==> config.mk <==
export PLATFORM = sky130hd
export DESIGN_NAME = fetch_stage_flat
export DESIGN_NICKNAME = d
export VERILOG_FILES = /design/src/rtl/fetch_stage_if.sv /design/src/rtl/fetch_stage.sv /design/src/flat_wrapper.sv
export SDC_FILE = /design/constraint.sdc
export NUM_CORES = 1
export LEC_CHECK = 0
export ABC_AREA = 1
export CORE_MARGIN = 1.5
export CORE_UTILIZATION = 40
export CTS_BUF_LIST = sky130_fd_sc_hd__clkbuf_16
export CTS_CLUSTER_DIAMETER = 120
export CTS_CLUSTER_SIZE = 25
export DETAILED_ROUTE_END_ITERATION = 7
export HOLD_SLACK_MARGIN = 0.06
export PLACE_DENSITY = 0.78
export RECOVER_POWER = 25
export SLEW_MARGIN = 20
export SYNTH_ARGS = -nofsm -noshare
export SYNTH_HDL_FRONTEND = slang
export SYNTH_SLANG_ARGS = --single-unit
==> constraint.sdc <==
create_clock -name clk -period 1.54 [get_ports clk]
set_clock_uncertainty 0.05 [all_clocks]
set_input_delay 0.231 -clock clk [delete_from_list [all_inputs] [get_ports clk]]
set_output_delay 0.231 -clock clk [all_outputs]
set_load 0.02 [all_outputs]
==> src/rtl/fetch_stage_if.sv <==
`default_nettype none
// ============================================================================
//  Module      : fetch_stage_if
//  Description : Bundle of the handshake and bus signals around the IF stage
//                and its IF/ID register. The fetch stage connects through the
//                slave modport; the surrounding pipeline (or a bench) drives
//                through the master modport.
//  Signals     : stall_i, is_branch_d_i, branch_taken_i, branch_target_i,
//                exc_req_i, eret_i, epc_i, imem_rdata_i  (into the stage)
//                imem_addr_o, instr_d_o, imm16_d_o, pc_d_o, pc8_d_o, bd_d_o,
//                exccode_d_o, valid_d_o                  (out of the stage)
//  Revision    : 1.0 - initial release
// ============================================================================
interface fetch_stage_if;
    logic        stall_i;
    logic        is_branch_d_i;
    logic        branch_taken_i;
    logic [31:0] branch_target_i;
    logic        exc_req_i;
    logic        eret_i;
    logic [31:0] epc_i;
    logic [31:0] imem_addr_o;
    logic [31:0] imem_rdata_i;
    logic [31:0] instr_d_o;
    logic [15:0] imm16_d_o;
    logic [31:0] pc_d_o;
    logic [31:0] pc8_d_o;
    logic        bd_d_o;
    logic [4:0]  exccode_d_o;
    logic        valid_d_o;

    modport slave (
        input  stall_i, is_branch_d_i, branch_taken_i, branch_target_i,
               exc_req_i, eret_i, epc_i, imem_rdata_i,
        output imem_addr_o, instr_d_o, imm16_d_o, pc_d_o, pc8_d_o,
               bd_d_o, exccode_d_o, valid_d_o
    );

    modport master (
        output stall_i, is_branch_d_i, branch_taken_i, branch_target_i,
               exc_req_i, eret_i, epc_i, imem_rdata_i,
        input  imem_addr_o, instr_d_o, imm16_d_o, pc_d_o, pc8_d_o,
               bd_d_o, exccode_d_o, valid_d_o
    );
endinterface
`default_nettype wire

==> src/rtl/fetch_stage.sv <==
`default_nettype none
// ============================================================================
//  Module      : fetch_stage
//  Description : IF stage plus IF/ID pipeline register of the P7 MIPS
//                pipeline. Holds the fetch PC, addresses the combinational
//                instruction memory, checks the fetch address (AdEL) and
//                latches instruction, PC, PC+8, delay-slot flag and fetch
//                exception code for decode.
//  Ports       : clk   - clock, rising edge
//                reset - asynchronous, active-low (0 = in reset)
//                bus   - fetch_stage_if.slave: redirect/stall controls in,
//                        instruction memory address/data, IF/ID outputs
//  Revision    : 1.0 - initial release
// ============================================================================
module fetch_stage #(
    parameter logic [31:0] RESET_PC  = 32'h0000_3000,
    parameter logic [31:0] EXC_ENTRY = 32'h0000_4180,
    parameter logic [31:0] IM_BASE   = 32'h0000_3000,
    parameter logic [31:0] IM_WORDS  = 32'd4096
) (
    input  wire logic         clk,
    input  wire logic         reset,
    fetch_stage_if.slave      bus
);

    localparam logic [4:0]  c_EXC_NONE = 5'd0;
    localparam logic [4:0]  c_EXC_ADEL = 5'd4;
    // End address computed in 34 bits so a memory ending at 2^32 cannot wrap.
    localparam logic [33:0] c_IM_END   = {2'b00, IM_BASE} + {IM_WORDS, 2'b00};

    logic [31:0] r_pc_f;
    logic [31:0] r_instr_d;
    logic [31:0] r_pc_d;
    logic        r_bd_d;
    logic [4:0]  r_exccode_d;
    logic        r_valid_d;

    logic        w_adel;
    logic [31:0] w_fetch_instr;
    logic [4:0]  w_fetch_exc;
    logic [31:0] w_pc_f_nxt;
    logic [31:0] w_instr_nxt;
    logic [31:0] w_pc_d_nxt;
    logic        w_bd_nxt;
    logic [4:0]  w_exccode_nxt;
    logic        w_valid_nxt;

    // Fetch address check on the current PC.
    always_comb begin
        w_adel = (r_pc_f[1:0] != 2'b00)
              || ({2'b00, r_pc_f} <  {2'b00, IM_BASE})
              || ({2'b00, r_pc_f} >= c_IM_END);
        // A faulting fetch is turned into a nop carrying the AdEL code.
        w_fetch_instr = w_adel ? 32'h0 : bus.imem_rdata_i;
        w_fetch_exc   = w_adel ? c_EXC_ADEL : c_EXC_NONE;
    end

    // Next-state selection, highest priority first.
    always_comb begin
        w_pc_f_nxt    = r_pc_f;
        w_instr_nxt   = r_instr_d;
        w_pc_d_nxt    = r_pc_d;
        w_bd_nxt      = r_bd_d;
        w_exccode_nxt = r_exccode_d;
        w_valid_nxt   = r_valid_d;
        if (bus.exc_req_i || bus.eret_i) begin
            // Both flush IF/ID; exception entry wins over eret on the PC.
            w_pc_f_nxt    = bus.exc_req_i ? EXC_ENTRY : bus.epc_i;
            w_instr_nxt   = 32'h0;
            w_pc_d_nxt    = 32'h0;
            w_bd_nxt      = 1'b0;
            w_exccode_nxt = c_EXC_NONE;
            w_valid_nxt   = 1'b0;
        end else if (!bus.stall_i) begin
            // A stalled taken branch is dropped here; decode re-asserts it.
            w_pc_f_nxt    = bus.branch_taken_i ? bus.branch_target_i
                                               : r_pc_f + 32'd4;
            w_instr_nxt   = w_fetch_instr;
            w_pc_d_nxt    = r_pc_f;
            // Any branch in D, taken or not, marks the fetched word as its slot.
            w_bd_nxt      = bus.branch_taken_i | bus.is_branch_d_i;
            w_exccode_nxt = w_fetch_exc;
            w_valid_nxt   = 1'b1;
        end
    end

    always_ff @(posedge clk or negedge reset) begin
        if (!reset) begin
            r_pc_f      <= RESET_PC;
            r_instr_d   <= 32'h0;
            r_pc_d      <= 32'h0;
            r_bd_d      <= 1'b0;
            r_exccode_d <= c_EXC_NONE;
            r_valid_d   <= 1'b0;
        end else begin
            r_pc_f      <= w_pc_f_nxt;
            r_instr_d   <= w_instr_nxt;
            r_pc_d      <= w_pc_d_nxt;
            r_bd_d      <= w_bd_nxt;
            r_exccode_d <= w_exccode_nxt;
            r_valid_d   <= w_valid_nxt;
        end
    end

    assign bus.imem_addr_o = r_pc_f;
    assign bus.instr_d_o   = r_instr_d;
    assign bus.imm16_d_o   = r_instr_d[15:0];
    assign bus.pc_d_o      = r_pc_d;
    assign bus.pc8_d_o     = r_pc_d + 32'd8;
    assign bus.bd_d_o      = r_bd_d;
    assign bus.exccode_d_o = r_exccode_d;
    assign bus.valid_d_o   = r_valid_d;

endmodule
`default_nettype wire

==> src/flat_wrapper.sv <==
// flat-port wrapper written by rule: the top's interface ports become plain ports
module fetch_stage_flat 
#(
    parameter logic [31:0] RESET_PC  = 32'h0000_3000,
    parameter logic [31:0] EXC_ENTRY = 32'h0000_4180,
    parameter logic [31:0] IM_BASE   = 32'h0000_3000,
    parameter logic [31:0] IM_WORDS  = 32'd4096
)
  (clk, reset, bus_stall_i, bus_is_branch_d_i, bus_branch_taken_i, bus_branch_target_i, bus_exc_req_i, bus_eret_i, bus_epc_i, bus_imem_rdata_i, bus_imem_addr_o, bus_instr_d_o, bus_imm16_d_o, bus_pc_d_o, bus_pc8_d_o, bus_bd_d_o, bus_exccode_d_o, bus_valid_d_o);
  fetch_stage_if bus_i ();
  input  wire logic clk;
  input  wire logic reset;
  input wire logic [$bits(bus_i.stall_i)-1:0] bus_stall_i;
  input wire logic [$bits(bus_i.is_branch_d_i)-1:0] bus_is_branch_d_i;
  input wire logic [$bits(bus_i.branch_taken_i)-1:0] bus_branch_taken_i;
  input wire logic [$bits(bus_i.branch_target_i)-1:0] bus_branch_target_i;
  input wire logic [$bits(bus_i.exc_req_i)-1:0] bus_exc_req_i;
  input wire logic [$bits(bus_i.eret_i)-1:0] bus_eret_i;
  input wire logic [$bits(bus_i.epc_i)-1:0] bus_epc_i;
  input wire logic [$bits(bus_i.imem_rdata_i)-1:0] bus_imem_rdata_i;
  output wire logic [$bits(bus_i.imem_addr_o)-1:0] bus_imem_addr_o;
  output wire logic [$bits(bus_i.instr_d_o)-1:0] bus_instr_d_o;
  output wire logic [$bits(bus_i.imm16_d_o)-1:0] bus_imm16_d_o;
  output wire logic [$bits(bus_i.pc_d_o)-1:0] bus_pc_d_o;
  output wire logic [$bits(bus_i.pc8_d_o)-1:0] bus_pc8_d_o;
  output wire logic [$bits(bus_i.bd_d_o)-1:0] bus_bd_d_o;
  output wire logic [$bits(bus_i.exccode_d_o)-1:0] bus_exccode_d_o;
  output wire logic [$bits(bus_i.valid_d_o)-1:0] bus_valid_d_o;
  assign bus_i.stall_i = bus_stall_i;
  assign bus_i.is_branch_d_i = bus_is_branch_d_i;
  assign bus_i.branch_taken_i = bus_branch_taken_i;
  assign bus_i.branch_target_i = bus_branch_target_i;
  assign bus_i.exc_req_i = bus_exc_req_i;
  assign bus_i.eret_i = bus_eret_i;
  assign bus_i.epc_i = bus_epc_i;
  assign bus_i.imem_rdata_i = bus_imem_rdata_i;
  assign bus_imem_addr_o = bus_i.imem_addr_o;
  assign bus_instr_d_o = bus_i.instr_d_o;
  assign bus_imm16_d_o = bus_i.imm16_d_o;
  assign bus_pc_d_o = bus_i.pc_d_o;
  assign bus_pc8_d_o = bus_i.pc8_d_o;
  assign bus_bd_d_o = bus_i.bd_d_o;
  assign bus_exccode_d_o = bus_i.exccode_d_o;
  assign bus_valid_d_o = bus_i.valid_d_o;
  fetch_stage #(.RESET_PC(RESET_PC), .EXC_ENTRY(EXC_ENTRY), .IM_BASE(IM_BASE), .IM_WORDS(IM_WORDS)) u_core (.clk(clk), .reset(reset), .bus(bus_i));
endmodule
# After elaboration in Yosys (flattened, before gate mapping)
# Index checks and enable logic that the tools add are counted.
[op_classes]
n_addsub = 2
n_mul = 0
div_mod_pow = 0
magnitude_cmp = 2
eq_ne = 1
shift = 0
mux = 16
n_bitwise = 1
reduce_logical = 4
[op_table]
columns = ["op", "count"]
rows = [
  ["$mux 32", 9],
  ["$add 32x3->32 const B", 1],
  ["$add 32x4->32 const B", 1],
  ["$ge 32x15->1 const B", 1],
  ["$lt 32x14->1 const B", 1],
  ["$mux 5", 2],
  ["$mux 1", 4],
  ["$logic_or 1x1->1", 3],
  ["$mux 3", 1],
  ["$ne 2x1->1 const B", 1],
  ["$reduce_bool 2->1", 1],
  ["$or 1x1->1", 1],
]
[word_totals]
reg_bits = 103
latchBits = 0
ram_bits = 0
mem_bits_ro = 0
inputBits = 103
output_inout_bits = 151
word_cells = 32
memories = 0

# Longest topological paths before layout
[logic_depth]
depth_word = 6
mapped_depth = 10
depth_no_buf = 10

# Worst setup path after synthesis
# Ideal clock, no wire load.
[synth_path]
kind = "flip-flop to output port"
startpoint = "reg u_core.r_pc_d[4] (netlist: u_core.bus.pc_d_o[4])"
endpoint = "out bus_pc8_d_o[23]"
arrival_time_ns = 1.824
required_time_ns = 1.259
setup_slack_ns = -0.565
path_stages_with_launch = 9
n_path_buf = 0
cell_sequence = "dfrtp_1 > ha_1 > nand2_2 > nor3_4 > nand2_4 > nor2_4 > nand2_2 > nor2_2 > xor2_1"
[synth_between]
elab_chain_cells = 1
[synth_lines]
columns = ["item", "line", "rtl"]
rows = [
  ["start: declaration", "fetch_stage.sv:33", "logic [31:0] r_pc_d;"],
  ["start signal: assignment", "fetch_stage.sv:98", "r_pc_d <= w_pc_d_nxt;"],
  ["$add 32x4->32", "fetch_stage.sv:109", "assign bus.pc8_d_o = r_pc_d + 32'd8;"],
  ["end: declaration", "flat_wrapper.sv:25", "output wire logic [$bits(bus_i.pc8_d_o)-1:0] bus_pc8_d_o;"],
]
# Every way passes these cells.

# Worst setup path after layout
[layout_path]
startpoint = "reg u_core.r_pc_d[6] (netlist: u_core.bus.pc_d_o[6])"
endpoint = "out bus_pc8_d_o[23]"
# The elaborated chain is that of the path after synthesis.

==> metrics.md <==
| Metric | Value |
|---|---|
| Die W | 127.9 um |
| Detailed-route vias per instance | roughly 5.3 |
| Post-layout min period | between 2000 and 2500 ps |
| Series of cell instances along the critical path | nand2_4 -> buf_6 -> nor3_4 -> nand2_4 -> nor2_4 -> nand2_2 -> nor2_4 -> xor2_4 -> buf_6 |
| Combinational family with the most area after synthesis | simple AND/OR/NAND/NOR gates |
| # setup viols final | 91 |
| XOR/XNOR share of the synthesized area | 4.350% |
| Most area-hungry cell type in the Yosys netlist | dfrtp_1 |
| Drt wl/cell | 17.95 um |
| WP buf/inv | 2 |
| Synthesized flop and latch total | just under 100 |
| Num CTS Buffers | 9 |
| Switching share of total power | 32.65% |
| Final Hold Vio Count | 0 |
| Global-route wire length before repair | 38920 um |
| Synth Area in Adders | 0.6013% |
| Unrepaired setup endpoints after global routing | true |
| Layout cell share with drive strength beyond 1 | 40.02% |
| Hold WS | 259.7 ps |
| Global routing usage summed across all routing layers | 30.87% |
| CTS tree | done |
| Compound-gate portion of the synthesized area | 10.76% |
| GPL Wtd Cong | roughly 1.0 |
| Outcome | finished with violations |
| Router iterations before antenna repair | 5 |
| Leakage power summed over all cells | 5.805 nW |
| Worst Tran Pin Value | 1082 ps |
| Clock share of power | a little under a third |
| Final Routed Wirelength | 27280 um |
| Number of synthesis warnings | 0 |
| Total grt overflow | 0 |
| Crit path required time | 1260 ps |
| Share of cell area taken by muxes after synthesis | 0% |
| Worst min path class | primary input to flip-flop |
| Kind of cell with the highest combined delay on the critical path | simple AND/OR/NAND/NOR gates |
| Standard-cell row count | 45 |
| Type of element launching the critical path | flip-flop |
| Maximum operating frequency | 451.9 MHz |
| Critical Path Slowest Stage Cell | dfrtp_2 |
| Post-synthesis cell area | 0.006242 mm^2 |
| Number of sinks driven by the clock tree | 99 |
| Failing checks | setup timing |
| Worst setup timing slack at the placement stage | -718.3 ps |
| Post-synth cell types | 33 |
| Area grow syn2layout | 88.92% |
| Pin count of the biggest net entering global routing | just over 50 |
| Num ports | 254 |
| Number of buffers added on ports | ~250 |
| Internal power | 4.822 mW |
| Final critical-path setup slack | -672.9 ps |
| Maximum fanout along the worst path | 4 |
| Effective utilization at floorplan | 41.06% |
| Areal power density over the cells | 607.2 mW/mm^2 |
| Logic gate share of total power | 29.9% |
| Buffer cell driving the clock tree root | clkbuf_16 |
| Mean instance size in the synthesized netlist | roughly 6.9 um^2 |
| Arrival time reported for the critical path endpoint | 1930 ps |
| Top library cells by usage in the layout, fill and taps aside | nand2_1 (221), buf_4 (180), nor2_1 (106), clkdlybuf4s50_1 (100), dlygate4sd2_1 (85) |
| Clock slew at the register clock pins of the worst setup and hold paths | approximately 70 ps |
| Die height | 127.9 um |
| Sequential element share of the synthesized area | 39.73% |
| Delay of the slowest cell on the worst path | 400 ps |
| Total DRC errors in the routed layout | 0 |
| Net count reported at finish | approximately 1400 |
| Largest cells by area after synthesis | dfrtp_1 (39%), nand2_1 (16%), nor2_1 (8.5%) |
| Synthesized-area fraction occupied by and/or/nand/nor cells | 33.45% |
| Placed cells | between 1000 and 1500 |
| Remaining antenna violation count after routing | 0 |
| Share of total power in sequential cells | 39.9% |
| Worst-case headroom to the max-slew limit | 27.86% |
| Detailed placer's ending HPWL | 18860 um |
| Detailed-route via count | slightly above 8000 |
| Worst vdd ir | 613.3 uV |
| Most common cell after layout, fill and taps aside | nand2_1 |
| Net switching power of the design | 2.338 mW |
| Vias in the first global route | 7474 |
| Setup CP Type | flip-flop to output port |
| Bufs on Longest Clock Path | 2 |
| Total of fill cells in the finished design | 1026 |
| Period utilisation layout | 143.7% |
| Area of the core region | between 0.015 and 0.02 mm^2 |
| Die Area | 0.01636 mm^2 |
| Top cell type's share of synthesized area | between 30 and 40% |
| Overall Power | 7.161 mW |
| Max-cap violations | 0 |
| Final antenna diode count | 0 |
| Antenna violations before repair | 0 |
| Violation count after the first detailed-routing iteration | 823 |
| Count of pins over their slew limit | 0 |
| Kind of capture point of the worst setup path | output port |
| Post-synthesis instance total | 904 |
| Post-Layout Cell Count | roughly 1500 |
| Number of H-tree levels | 3 |
| Latest clock arrival within the worst-skew pair | between 300 and 400 ps |
[cells in the mapped netlist (all sizes together)]
master    n
dfstp     2
buf      44
a221oi    1
nand3    51
o22ai    26
nor4      9
xor2     31
nand4     9
a22o      3
o221ai    2
nor2    151
a21oi    24
ha        3
inv      94
conb      1
nor3     12
a22oi     1
clkbuf   15
dfrtp    97
and3b     1
a31oi     7
o21ai    57
nand2   263
[final cells by class]
class | instances | area, um^2 | share of cell area [%]
clock buffer | 9 | 225.2 | 1.910
multi-input combinational | 655 | 4104 | 34.80
inverter | 94 | 367.9 | 3.119
tap | 188 | 235.2 | 1.995
timing repair buffer | 468 | 4287 | 36.35
clock inverter | 7 | 53.80 | 0.4562
sequential | 99 | 2520 | 21.37
[through the flow]
stage / utilization [%] / cell area [um^2] / setup TNS [ps]
after floorplan: - / 6541 / -2764
after global placement: 68.51 / 10420 / -36060
after detailed placement: 68.51 / 10420 / -41070
after CTS: 74.36 / 11300 / -20010
after global routing: 77.57 / 11790 / -34700
final: 77.57 / 11790 / -23180
[path summary, 6_finish.rpt]
kind                       slack [ps]                                     end                              startpoint  cells after the start
max                              -670                         bus_pc8_d_o[23]        u_core.bus.pc_d_o[6]$_DFFE_PN0P_                      9
min                               260   u_core.bus.imem_addr_o[7]$_DFFE_PN0P_                              bus_eret_i                      3
max in group asynchronous          20  u_core.bus.imem_addr_o[13]$_DFFE_PN1P_                                   reset                      3
max reg2reg                      -300  u_core.bus.imem_addr_o[14]$_DFFE_PN0P_  u_core.bus.imem_addr_o[12]$_DFFE_PN1P_                      9
min in group asynchronous         550  u_core.bus.imem_addr_o[30]$_DFFE_PN0P_                                   reset                      2
min reg2reg                       420    u_core.bus.instr_d_o[20]$_DFFE_PN0P_    u_core.bus.instr_d_o[20]$_DFFE_PN0P_                      2
[state kept, by name, summed over array words and instances (netlist names)]
| register | flops |
|---|---|
| u_core.bus.pc_d_o | 32 |
| u_core.bus.instr_d_o | 32 |
| u_core.bus.exccode_d_o | 1 |
| u_core.bus.valid_d_o | 1 |
| u_core.bus.imem_addr_o | 32 |
| u_core.bus.bd_d_o | 1 |
[routing by layer]
metal / up-vias / wire, um / GRT usage, % / part of all wire [%]
met3: 93 / 1782 / 3.506 / 6.5
met5: - / 0 / 0 / 0
met1: 3846 / 10880 / 41.46 / 40
met2: 432 / 13510 / 51.42 / 50
li1: 3686 / - / - / -
met4: 0 / 1104 / 11.83 / 4.0
[kinds of logic (layout without fill, tap and decap cells)]
family | Yosys count | after routing
AOI/OAI and AO/OA | 121 | 121
xor gates and xnor gates | 31 | 31
adders and majority gates | 3 | 3
buffers and inverters | 153 | 578
DFF | 99 | 99
other | 1 | 4
and+or+nand+nor | 496 | 496
[tightest hold or removal path, stage by stage]
cell and delay (ps):
dlymetal6s2s_1 210, a21oi_1 120, o221ai_1 60
[power groups by stage]
stage	Clock, mW	Sequential, mW	Combinational, mW
after floorplan	0	3.04	0.548
after global placement	0	2.88	1.86
after detailed placement	0	2.89	1.88
after CTS	2.19	2.84	1.93
after global routing	2.28	2.87	2.26
final	2.16	2.86	2.14
[what timing repair did]
action | 4_1_cts | 5_1_grt
setup buffers | 22 | 23
hold endpoints to repair | 97 | 0
cloned | 4 | 0
resized for setup | 506 | 145
setup endpoints to repair | 204 | 140
hold buffers | 1 | 0
pin swaps | 51 | 72
Power figures use the tool's default switching activity.
